==> src/rtl/uart_tx_arbiter.sv <==
// uart_tx_arbiter: shares one UART transmitter between NUM_REQ byte-stream
// requesters with round-robin arbitration and packet locking.
//
// Ports:
//   clock_i       system clock
//   reset_i       asynchronous, active-high reset
//   req_valid_i   per-requester byte valid
//   req_data_i    per-requester byte, requester i in bits [8i+7:8i]
//   req_last_i    per-requester end-of-packet flag
//   req_ready_o   one-hot accept strobe (byte moves when valid & ready)
//   grant_o       one-hot current owner, zero when unowned
//   tx_data_o     byte to the transmitter, held until the next accept
//   tx_write_o    single-cycle transmitter write strobe
//   tx_busy_i     transmitter busy flag
//
// Optional feature macro: UART_TX_ARB_LOCK_TIMEOUT_EN
//   When defined, a locked owner that stalls in ARB without a valid byte for
//   LOCK_TIMEOUT cycles loses the lock, and arbitration resumes at owner+1.
//   When undefined, the lock is held until the owner sends its last byte.

module uart_tx_arbiter #(
    parameter int NUM_REQ      = 4,
    parameter int PTR_WIDTH    = 2,
    parameter int LOCK_TIMEOUT = 1024
) (
    input  logic                   clock_i,
    input  logic                   reset_i,
    input  logic [NUM_REQ-1:0]     req_valid_i,
    input  logic [8*NUM_REQ-1:0]   req_data_i,
    input  logic [NUM_REQ-1:0]     req_last_i,
    output logic [NUM_REQ-1:0]     req_ready_o,
    output logic [NUM_REQ-1:0]     grant_o,
    output logic [7:0]             tx_data_o,
    output logic                   tx_write_o,
    input  logic                   tx_busy_i
);

    if (NUM_REQ < 2 || NUM_REQ > 8 || (1 << PTR_WIDTH) < NUM_REQ ||
        LOCK_TIMEOUT < 1) begin : g_bad_params
        $error("uart_tx_arbiter: illegal parameter set");
    end

    typedef enum logic [1:0] {
        ARB,
        WRITE,
        WAIT_BUSY,
        WAIT_DONE
    } state_t;

    state_t               state_q, state_d;
    logic [PTR_WIDTH-1:0] ptr_q, ptr_d;
    logic [PTR_WIDTH-1:0] owner_q, owner_d;
    logic                 lock_q, lock_d;
    logic                 last_q, last_d;
    logic [NUM_REQ-1:0]   grant_q, grant_d;
    logic [7:0]           tx_data_q, tx_data_d;
    logic                 tx_write_q, tx_write_d;

    // Round-robin successor, wrapping at NUM_REQ rather than 2**PTR_WIDTH.
    function automatic logic [PTR_WIDTH-1:0] next_ptr(
        input logic [PTR_WIDTH-1:0] p
    );
        if (int'(p) >= NUM_REQ - 1) begin
            return '0;
        end
        return p + PTR_WIDTH'(1);
    endfunction

    function automatic logic [NUM_REQ-1:0] onehot(
        input logic [PTR_WIDTH-1:0] p
    );
        return NUM_REQ'(1) << p;
    endfunction

    // ------------------------------------------------------------------
    // Winner scan: first eligible valid starting at ptr, wrapping mod
    // NUM_REQ. A held lock narrows the eligible set to the owner alone.
    // ------------------------------------------------------------------
    logic [NUM_REQ-1:0]   eligible;
    logic                 found;
    logic [PTR_WIDTH-1:0] win;
    logic                 accept;
    logic [7:0]           win_data;
    logic                 win_last;

    always_comb begin
        int idx;
        idx      = 0;
        eligible = req_valid_i;
        if (lock_q) begin
            eligible = req_valid_i & onehot(owner_q);
        end
        found = 1'b0;
        win   = ptr_q;
        for (int k = 0; k < NUM_REQ; k++) begin
            idx = int'(ptr_q) + k;
            if (idx >= NUM_REQ) begin
                idx = idx - NUM_REQ;
            end
            if (!found && eligible[idx]) begin
                found = 1'b1;
                win   = PTR_WIDTH'(idx);
            end
        end
    end

    assign accept   = (state_q == ARB) && !tx_busy_i && found;
    assign win_data = req_data_i[8*int'(win) +: 8];
    assign win_last = req_last_i[win];

    assign req_ready_o = accept ? onehot(win) : '0;

    // ------------------------------------------------------------------
    // Lock timeout (optional). Counts owner-stall cycles in ARB.
    // ------------------------------------------------------------------
    logic expire;

`ifdef UART_TX_ARB_LOCK_TIMEOUT_EN
    localparam int CNT_W = $clog2(LOCK_TIMEOUT + 1);

    logic [CNT_W-1:0] cnt_q, cnt_d;
    logic             stall;

    assign stall  = lock_q && (state_q == ARB) && !req_valid_i[owner_q];
    assign expire = stall && (cnt_q == CNT_W'(LOCK_TIMEOUT - 1));

    always_comb begin
        cnt_d = cnt_q;
        if (accept || expire) begin
            cnt_d = '0;
        end else if (stall) begin
            cnt_d = cnt_q + CNT_W'(1);
        end
    end

    always_ff @(posedge clock_i or posedge reset_i) begin
        if (reset_i) begin
            cnt_q <= '0;
        end else begin
            cnt_q <= cnt_d;
        end
    end
`else
    assign expire = 1'b0;
`endif

    // ------------------------------------------------------------------
    // FSM next state and registered outputs.
    // ------------------------------------------------------------------
    always_comb begin
        state_d    = state_q;
        ptr_d      = ptr_q;
        owner_d    = owner_q;
        lock_d     = lock_q;
        last_d     = last_q;
        grant_d    = grant_q;
        tx_data_d  = tx_data_q;
        tx_write_d = 1'b0;

        unique case (state_q)
            ARB: begin
                if (accept) begin
                    tx_data_d  = win_data;
                    grant_d    = onehot(win);
                    owner_d    = win;
                    last_d     = win_last;
                    tx_write_d = 1'b1;
                    state_d    = WRITE;
                end else if (expire) begin
                    lock_d  = 1'b0;
                    grant_d = '0;
                    ptr_d   = next_ptr(owner_q);
                end
            end
            WRITE: begin
                state_d = WAIT_BUSY;
            end
            WAIT_BUSY: begin
                if (tx_busy_i) begin
                    state_d = WAIT_DONE;
                end
            end
            WAIT_DONE: begin
                if (!tx_busy_i) begin
                    state_d = ARB;
                    if (last_q) begin
                        lock_d  = 1'b0;
                        grant_d = '0;
                        ptr_d   = next_ptr(owner_q);
                    end else begin
                        lock_d = 1'b1;
                    end
                end
            end
            default: begin
                state_d = ARB;
            end
        endcase
    end

    always_ff @(posedge clock_i or posedge reset_i) begin
        if (reset_i) begin
            state_q    <= ARB;
            ptr_q      <= '0;
            owner_q    <= '0;
            lock_q     <= 1'b0;
            last_q     <= 1'b0;
            grant_q    <= '0;
            tx_data_q  <= 8'h00;
            tx_write_q <= 1'b0;
        end else begin
            state_q    <= state_d;
            ptr_q      <= ptr_d;
            owner_q    <= owner_d;
            lock_q     <= lock_d;
            last_q     <= last_d;
            grant_q    <= grant_d;
            tx_data_q  <= tx_data_d;
            tx_write_q <= tx_write_d;
        end
    end

    assign grant_o    = grant_q;
    assign tx_data_o  = tx_data_q;
    assign tx_write_o = tx_write_q;

endmodule

==> config.mk <==
export PLATFORM = sky130hd
export DESIGN_NAME = uart_tx_arbiter
export DESIGN_NICKNAME = d
export VERILOG_FILES = /design/src/rtl/uart_tx_arbiter.sv
export SDC_FILE = /design/constraint.sdc
export NUM_CORES = 1
export LEC_CHECK = 0
export BUFFER_PORTS_ARGS = -buffer_cell sky130_fd_sc_hd__buf_2
export CAP_MARGIN = 5
export CORE_ASPECT_RATIO = 1.75
export CORE_UTILIZATION = 53
export DETAILED_ROUTE_END_ITERATION = 16
export GPL_TIMING_DRIVEN = 0
export PLACE_DENSITY = 0.85
export SYNTH_ARGS = -nofsm -noshare
export SYNTH_HDL_FRONTEND = slang
export SYNTH_SLANG_ARGS = --single-unit
==> constraint.sdc <==
create_clock -name clock_i -period 6 [get_ports clock_i]
set_clock_uncertainty 0.15 [all_clocks]
set_input_delay 0.3 -clock clock_i [delete_from_list [all_inputs] [get_ports clock_i]]
set_output_delay 0.3 -clock clock_i [all_outputs]
set_load 0.05 [all_outputs]
### Word level (Yosys, flattened, before mapping)

Cells that the tools add are included.

* flip-flop bits (word level): 21

* reductions and logical operators: 16
* bitwise gates (word level): 2
* order comparisons: 10
* muxes and demuxes: 45
* equal/unequal tests: 7
* $add $sub $neg: 8
* shifts and indexed selects: 3

Operator list (number)
* < comparator 32 x 4 -> 1 bit (second input constant): 4
* two-way mux 32 bit: 4
* indexed part select 32 x 6 -> 8 bit: 1
* two-way mux 1 bit: 20
* two-way mux 4 bit: 5
* two-way mux 2 bit: 9
* subtractor 3 x 3 -> 4 bit (second input constant): 3
* binary-select mux 1 bit (select 2 bit): 5
* greater-or-equal comparator 3 bit (second input constant): 3
* inequality test 2 bit (second input constant): 4
* one-hot mux 2 bit (4 select lines): 1
* one-hot mux 4 bit (2 select lines): 1
* left shift 1 x 2 -> 4 bit (first input constant): 2
* adder 2 x 2 -> 3 bit (second input constant): 2
* AND reduction 3 bit: 2
* logical AND 1 bit: 5
* bitwise AND 4 bit: 1
* == test 2 bit (second input constant): 2
* zero test 1 bit: 4
* AND reduction 2 bit: 2
* AND reduction 4 bit: 1
* subtractor 2 x 3 -> 4 bit (second input constant): 1
* adder 2 x 1 -> 3 bit (second input constant): 1
* greater-or-equal comparator 2 x 3 -> 1 bit (second input constant): 1
* 7 further kinds: 7

### Depth between registers and ports, before layout

Gate-level depths: netlist of run 1.

* depth after elaboration: 19
* mapped depth: 10

### Worst setup path after synthesis of run 1

OpenSTA, ideal clock, no wires.

* path kind: reg-to-output
* start: register owner_q[0]
* end: output port req_ready_o[0]
* stages on the path, launching flop included: 10
* arrival time: 3.138 ns
* data required time: 5.550 ns
* path slack: 2.412 ns
* path buffers: 2
* cells stage by stage: dfrtp_1 inv_1 ha_1 mux2i_1 a22oi_4 o221a_1 or4_1 clkbuf_1 buf_6 nor3_1

* longest elaborated chain between the ends: 18
* elaborated cells between the ends (all ways): 32

Ends and longest elaborated chain
* from (decl): line 52 `logic [PTR_WIDTH-1:0] owner_q, owner_d;`
* from (signal assigned): line 214 `owner_q <= owner_d;`
* left shift 1 x 2 -> 4 bit (*): line 72 `return NUM_REQ'(1) << p;`
* bitwise AND 4 bit (*): line 91 `eligible = req_valid_i & onehot(owner_q);`
* two-way mux 4 bit (*): line 90 `if (lock_q) begin`
* binary-select mux 1 bit (select 2 bit): line 100 `if (!found && eligible[idx]) begin`
* two-way mux 1 bit (not written as such) (2 in series): line 100
* two-way mux 1 bit: line 100
* zero test 1 bit: line 100
* logical AND 1 bit: line 100
* two-way mux 1 bit: line 100
* zero test 1 bit: line 100
* logical AND 1 bit: line 100
* two-way mux 1 bit: line 100
* zero test 1 bit: line 100
* logical AND 1 bit: line 100
* two-way mux 2 bit or two-way mux 1 bit (tied branches): line 100
* left shift 1 x 2 -> 4 bit or logical AND 1 bit (tied branches): line 72, 107
* two-way mux 4 bit (*): line 111 `assign req_ready_o = accept ? onehot(win) : '0;`
* to (decl): line 31 `output logic [NUM_REQ-1:0] req_ready_o,`

Every way passes the cells marked *; elsewhere a longest branch is shown, timed or not. The select of a mux whose other input is x is not followed.

### Final worst setup path of run 1

Ends and elaborated chain as after synthesis.

==> summary.md, run 1 <==
| Metric | Value |
|---|---|
| Status | `finished, violations left` |
| Crit path capture type | `output pin` |
| Worst Setup Slack, final | `2.50 ns` |
| DIE WIDTH | `roughly 44 um` |
| Share of flip-flops with an asynchronous set or reset | `100%` |
| Final Non-Filler Cells | `268` |
| Type of origin of the critical path | `register` |
| H-tree depth | `1` |
| Synth top cells by count | `dfrtp_1 (21), nand2_1 (19), a21boi_0 (18)` |
| Failing checks | `design-rule violations` |
| Number of global-route vias before repair | `1,577` |
| Area delta synth->final | `23.4%` |
| Placed instance count | `about 260` |
| Tightest Pin Transition | `0.797 ns` |
| Post-route cell area | `1980 sq um` |
| First-pass GRT wire length | `6670 um` |
| Max-slew headroom | `roughly 47%` |
| Drt drc | `1` |
| DRT iter0 DRCs | `58` |
| RSZ-0062 raised after global routing | `no` |
| Max Fclk | `roughly 290 MHz` |
| Min Hold Slack | `between 0.02 and 0.025 ns` |
| Hold Violations, Final | `0` |
| Clk_lat worst skew | `0.26 ns` |
| Final max-slew violation count | `0` |
| Crit path required time | `5.55 ns` |
| Setup TNS | `0 ns` |
| CTS clock-pin slew for the worst setup and hold paths | `0.08 ns` |
| Die area | `3270 sq um` |
| Top_reg_cell synth | `dfrtp_1` |
| CTS buffer count | `3` |
| Worst Path Max Fanout | `10` |
| Row cnt | `26` |
| Synth Net Count | `228` |
| CTS resizes | `0` |
| Max-cap violation count | `0` |
| Initial DRT Pass Iterations | `10` |
| Post-synth EDFFs | `0` |
| Final ANT Viol Nets | `0` |
| Placed Area | `around 1900 sq um` |
| Final HPWL DP | `3170 um` |
| GRT Overall Usage | `between 20% and 30%` |
| Number of diodes | `0` |
| Synth top area share | `about a third` |
| Via-to-Cell Ratio | `around 6.0` |
| Top cell type by total area after synthesis | `dfrtp_1` |
| Post-CTS setup buffer count | `0` |
| Port bufs | `59` |
| Starting Density | `55.5%` |
| Final WL | `4010 um` |
| Peak VDD IR | `0.367 mV` |
| Dpl ws | `2.81 ns` |
| Initial antenna violation count | `0` |
| Mapped Cells | `177` |
| PD cells | `between 600 and 700 nW/um^2` |
| Worst path bufs/invs | `4` |
| Post-synth cell types | `41` |
| CTS tree | `yes` |
| # clock sinks | `21` |
| Synthesis-stage register bit count | `21` |
| Pwr Total | `1.21 mW` |
| Minimum clock period after layout | `around 3.5 ns` |
| Crit path DAT | `a little over 3 ns` |
| DR vias | `1,607` |
| Clock Root Buffer | `clkbuf_8` |
| Critical path, cell by cell | `inv_1, ha_1, mux2i_1, a22oi_4, o221a_1, or4_1, clkbuf_1, buf_6, nor3_1, buf_2` |
| Nets@finish | `292` |
| Critical-path top delay cell | `or4_1` |
| Synthesized cell area | `1610 sq um` |
| Worst Hold Class | `input port to async pin` |
| Synth area leaders | `dfrtp_1 (33%), a21boi_0 (8.4%), a211oi_1 (6.5%), ha_1 (6.2%), o31ai_1 (5.6%)` |
| Layout cell share with drive strength beyond 1 | `32.9%` |
| Routability cong. | `about 0.84` |
| Most frequent cell after synthesis | `dfrtp_1` |
| Crit Path Category | `register to output pin` |
| Cts hold-fix bufs | `0` |
| CP top delay family | `buffers and inverters` |
| Post-route clock period utilization | `58.4%` |
| Layout fillers | `242` |
| Largest net degree at the start of global routing | `22` |
| Setup violations, final | `0` |
| Max Root-Sink Buffers | `2` |
| Grt ovf | `0` |
| Ys Warns | `0` |
| LEAKAGE | `0.967 nW` |
| Syn_area_per_cell | `9.08 sq um` |
| Sequential fraction of the synthesis area | `32.7%` |
| Area of the core | `2900 sq um` |
| Final core utilization | `68.5%` |
| WL/cell | `15.0 um` |
| Die Y | `74.9 um` |
| I/O pins | `60` |
| Biggest cell delay along the critical path | `about 0.5 ns` |
[flip-flops by register name (all words and copies together), names as in the netlist]
signal / cells
lock_q: 1
ptr_q: 2
state_q: 2
owner_q: 2
last_q: 1
tx_data_o: 8
grant_o: 4
tx_write_o: 1
[path summary, 6_finish.rpt]
kind	cells after the start	start	slack (ns)	end
max	10	owner_q[0]	2.50	req_ready_o[0]
min	2	reset_i	0.02	tx_data_o[4]
max reg2reg	10	owner_q[0]	3.19	tx_data_o[4]
min reg2reg	2	tx_data_o[0]	0.33	tx_data_o[0]
max in group asynchronous	2	reset_i	5.18	lock_q
min in group clock_i	3	req_data_i[7]	0.23	tx_data_o[7]
[cell usage in the layout (no fill, tap or decap), drive strengths merged, types with 2 or more instances in the layout]
cell type,instances
a211oi,19
mux2,2
and2,3
ha,8
a21boi,18
nor3,4
mux2i,3
nor2,5
nor2b,2
a22oi,2
a32o,4
a21oi,6
o31ai,12
inv,13
buf,64
nand2,20
nand2b,3
clkbuf,10
nor4,2
o21ai,3
o211ai,2
dfrtp,21
[routing by layer]
metal  global-route usage (%)  up-vias  routed length [um]
met3                     2.16        4                 149
met1                     29.2      753                1610
met4                     8.33        0                  29
met5                        0        -                   0
met2                     51.7       61                2220
li1                         -      789                   -
[kinds of logic after synthesis]
group | after synthesis | synth area share, %
adder cells (fa/ha/maj) | 8 | 6.23
flip-flops | 21 | 32.7
AND/OR/NAND/NOR | 43 | 13.3
multiplexers | 5 | 3.27
AO/OA/AOI/OAI | 75 | 37.4
buffers and inverters | 25 | 7.08
[report_power, final]
group | total, mW | leakage [nW] | switching [mW] | internal (mW)
sequential | 0.247 | 0.262 | 0.0442 | 0.203
combinational | 0.866 | 0.679 | 0.571 | 0.295
clock | 0.0953 | 0.0255 | 0.0489 | 0.0463
[cell type report]
type	count	area, sq um	area share (%)
Buffer	12	65.1	3.28
Clock buffer	3	41.3	2.08
Clock inverter	1	5.00	0.252
Inverter	13	48.8	2.46
Multi-Input combinational cell	131	968	48.8
Sequential cell	21	526	26.5
Tap cell	28	35.0	1.77
Timing Repair Buffer	59	295	14.9
Note: power is estimated with default switching activity, not from simulation.
==> run 2: changes to the inputs <==
- CORE_UTILIZATION: 53 -> 49
- PLACE_DENSITY: 0.85 -> 0.8
- clock period: 6 -> 3.7 ns (I/O delays scaled with it)
==> run 2 against run 1 <==
The run now ends clean. Worst setup slack got worse by 2.2 ns. Sequential cell count did not move. Non-clock buffer count rose by 1. Die area rose by 7.9%. First-iteration DRC count fell by 60%.
==> summary.md, run 2 (synthesis gave the netlist of run 1 again) <==
| Metric | Value |
|---|---|
| Crit path required time | `3.37 ns (was 5.55 ns)` |
| WL/cell | `14.4 um (was 15.0 um)` |
| DIE WIDTH | `45.3 um (was 43.6 um)` |
| CP top delay family | `buffers and inverters (unchanged)` |
| Grt ovf | `0 (unchanged)` |
| Max-cap violation count | `0 (unchanged)` |
| Max Fclk | `295 MHz` |
| Clock Root Buffer | `clkbuf_8 (unchanged)` |
| Crit path capture type | `output pin (unchanged)` |
| Worst Path Max Fanout | `10 (unchanged)` |
| CTS clock-pin slew for the worst setup and hold paths | `0.08 ns (about the same)` |
| H-tree depth | `1 (unchanged)` |
| DR vias | `1,590 (was 1,607)` |
| GRT Overall Usage | `25.7% (was 26.5%)` |
| Grt met1 use | `28.6% (was 29.2%)` |
| CTS tree | `yes (unchanged)` |
| Crit path DAT | `3.05 ns (about the same)` |
| Peak VDD IR | `0.613 mV (was 0.367 mV)` |
| Worst path bufs/invs | `4 (unchanged)` |
| Post-CTS setup buffer count | `0 (unchanged)` |
| LEAKAGE | `0.971 nW (was 0.967 nW)` |
| Number of global-route vias before repair | `1,619 (was 1,577)` |
| Final ANT Viol Nets | `0 (unchanged)` |
| Max reg flops | `8 (unchanged)` |
| Routability cong. | `0.795 (was 0.844)` |
| GRT met2 Usage | `45.7% (was 51.7%)` |
| Tightest Pin Transition | `0.805 ns (was 0.797 ns)` |
| Clk_lat worst skew | `0.26 ns (about the same)` |
| Initial antenna violation count | `0 (unchanged)` |
| Top Usage Layer GRT | `met2 (unchanged)` |
| Area delta synth->final | `25.2% (was 23.4%)` |
| Max Root-Sink Buffers | `2 (unchanged)` |
| Type of origin of the critical path | `register (unchanged)` |
| Biggest cell delay along the critical path | `0.52 ns (was 0.50 ns)` |
| Final HPWL DP | `3250 um (was 3170 um)` |
| RSZ-0062 raised after global routing | `no (unchanged)` |
| Die area | `3520 sq um (was 3270 sq um)` |
| Number of diodes | `0 (unchanged)` |
| Final WL | `4080 um (was 4010 um)` |
| Cts hold-fix bufs | `1 (was 0)` |
| Setup TNS | `0 ns (unchanged)` |
| Max-slew headroom | `46.2% (was 46.8%)` |
| Die Y | `77.8 um (was 74.9 um)` |
| Worst Hold Class | `input port to register (was input port to async pin)` |
| Drt drc | `0 (was 1)` |
| Starting Density | `51.2% (was 55.5%)` |
| PD cells | `971 nW/um^2 (was 609 nW/um^2)` |
| Hold Violations, Final | `0 (unchanged)` |
| CTS buffer count | `3 (unchanged)` |
| Minimum clock period after layout | `3.39 ns` |
| Commonest non-fill, non-tap cell in the layout | `buf_2 (unchanged)` |
| GRT met3 Usage | `2.56% (was 2.16%)` |
| Final max-slew violation count | `0 (unchanged)` |
| # clock sinks | `21 (unchanged)` |
| Critical-path top delay cell | `or4_1 (unchanged)` |
| Most frequent cells in the layout | `buf_2 (60), dfrtp_1 (21), nand2_1 (19), a21boi_0 (18), a211oi_1 (14) (unchanged)` |
| Initial DRT Pass Iterations | `4 (was 10)` |
| Status | `completed (was finished, violations left)` |
| Layout cell share with drive strength beyond 1 | `32.8% (was 32.9%)` |
| Via-to-Cell Ratio | `5.60 (was 6.00)` |
| Area of the core | `3140 sq um (was 2900 sq um)` |
| Crit Path Category | `register to output pin (unchanged)` |
| Critical path, cell by cell | `inv_1, ha_1, mux2i_1, a22oi_4, o221a_1, or4_1, clkbuf_1, buf_6, nor3_1, buf_2 (unchanged)` |
| Row cnt | `27 (was 26)` |
| Port bufs | `59 (unchanged)` |
| First-pass GRT wire length | `6800 um (was 6670 um)` |
| CTS resizes | `0 (unchanged)` |
| Largest net degree at the start of global routing | `22 (unchanged)` |
| Post-route clock period utilization | `91.5%` |
| I/O pins | `60 (unchanged)` |
| Nets@finish | `293 (was 292)` |
| Setup violations, final | `0 (unchanged)` |
| DRT iter0 DRCs | `23 (was 58)` |
| Min Hold Slack | `0.116 ns (was 0.0242 ns)` |
[run 2: changes by cell type in the layout (fill, tap and decap cells not counted), sizes merged]
cell	delta
dlygate4sd3	+1
[run 2: worst min-delay path, stage by stage]
cell,delay (ns)
buf_2,0.08
a211oi_1,0.06
o31ai_1,0.18
[run 2: per-layer routing]
metal / vias to the layer above / routed length, um
met5: - / 0
met4: 0 / 92
met3: 10 / 130
met2: 53 / 2290
met1: 738 / 1570
li1: 789 / -
[run 2: layout make-up]
| type | instances | area [sq um] |
|---|---|---|
| buffer | 12 | 65.1 |
| clock buffer | 3 | 41.3 |
| clock inverter | 1 | 5.00 |
| fill | 289 | 1130 |
| inverter | 13 | 48.8 |
| multi-input combinational | 131 | 968 |
| sequential | 21 | 526 |
| tap | 43 | 53.8 |
| timing repair buffer | 60 | 305 |
[run 2: final timing paths]
path                       slack [ns]              to           from  cells after the start
hold reg to reg                  0.33    tx_data_o[0]   tx_data_o[0]                      2
hold / removal                   0.12    tx_data_o[5]  req_data_i[5]                      3
setup / recovery                 0.31  req_ready_o[0]     owner_q[0]                     10
setup reg to reg                 0.83    tx_data_o[1]     owner_q[0]                     10
max in group asynchronous        2.42        ptr_q[1]        reset_i                      3
min in group asynchronous        0.48    tx_data_o[2]        reset_i                      3
[run 2: power breakdown]
part           leakage [nW]  switching, mW  total [mW]  internal, mW
combinational         0.683          0.918        1.40         0.479
sequential            0.262         0.0746       0.403         0.329
clock                0.0255         0.0799       0.155        0.0751
total                 0.971           1.07        1.96         0.883
[run 2: through the flow]
step / cells / instance area [sq um] / power (mW) / setup WS [ns] / util (%)
2_1_floorplan: 177 / 1610 / 1.49 / 0.227 / -
3_3_place_gp: 279 / 1960 / 1.78 / 0.681 / 62.3
3_5_place_dp: 279 / 1960 / 1.80 / 0.618 / 62.3
4_1_cts: 284 / 2010 / 1.96 / 0.310 / 64.1
5_1_grt: 284 / 2010 / 2.11 / 0.136 / 64.1
6_report: 284 / 2010 / 1.96 / 0.315 / 64.1
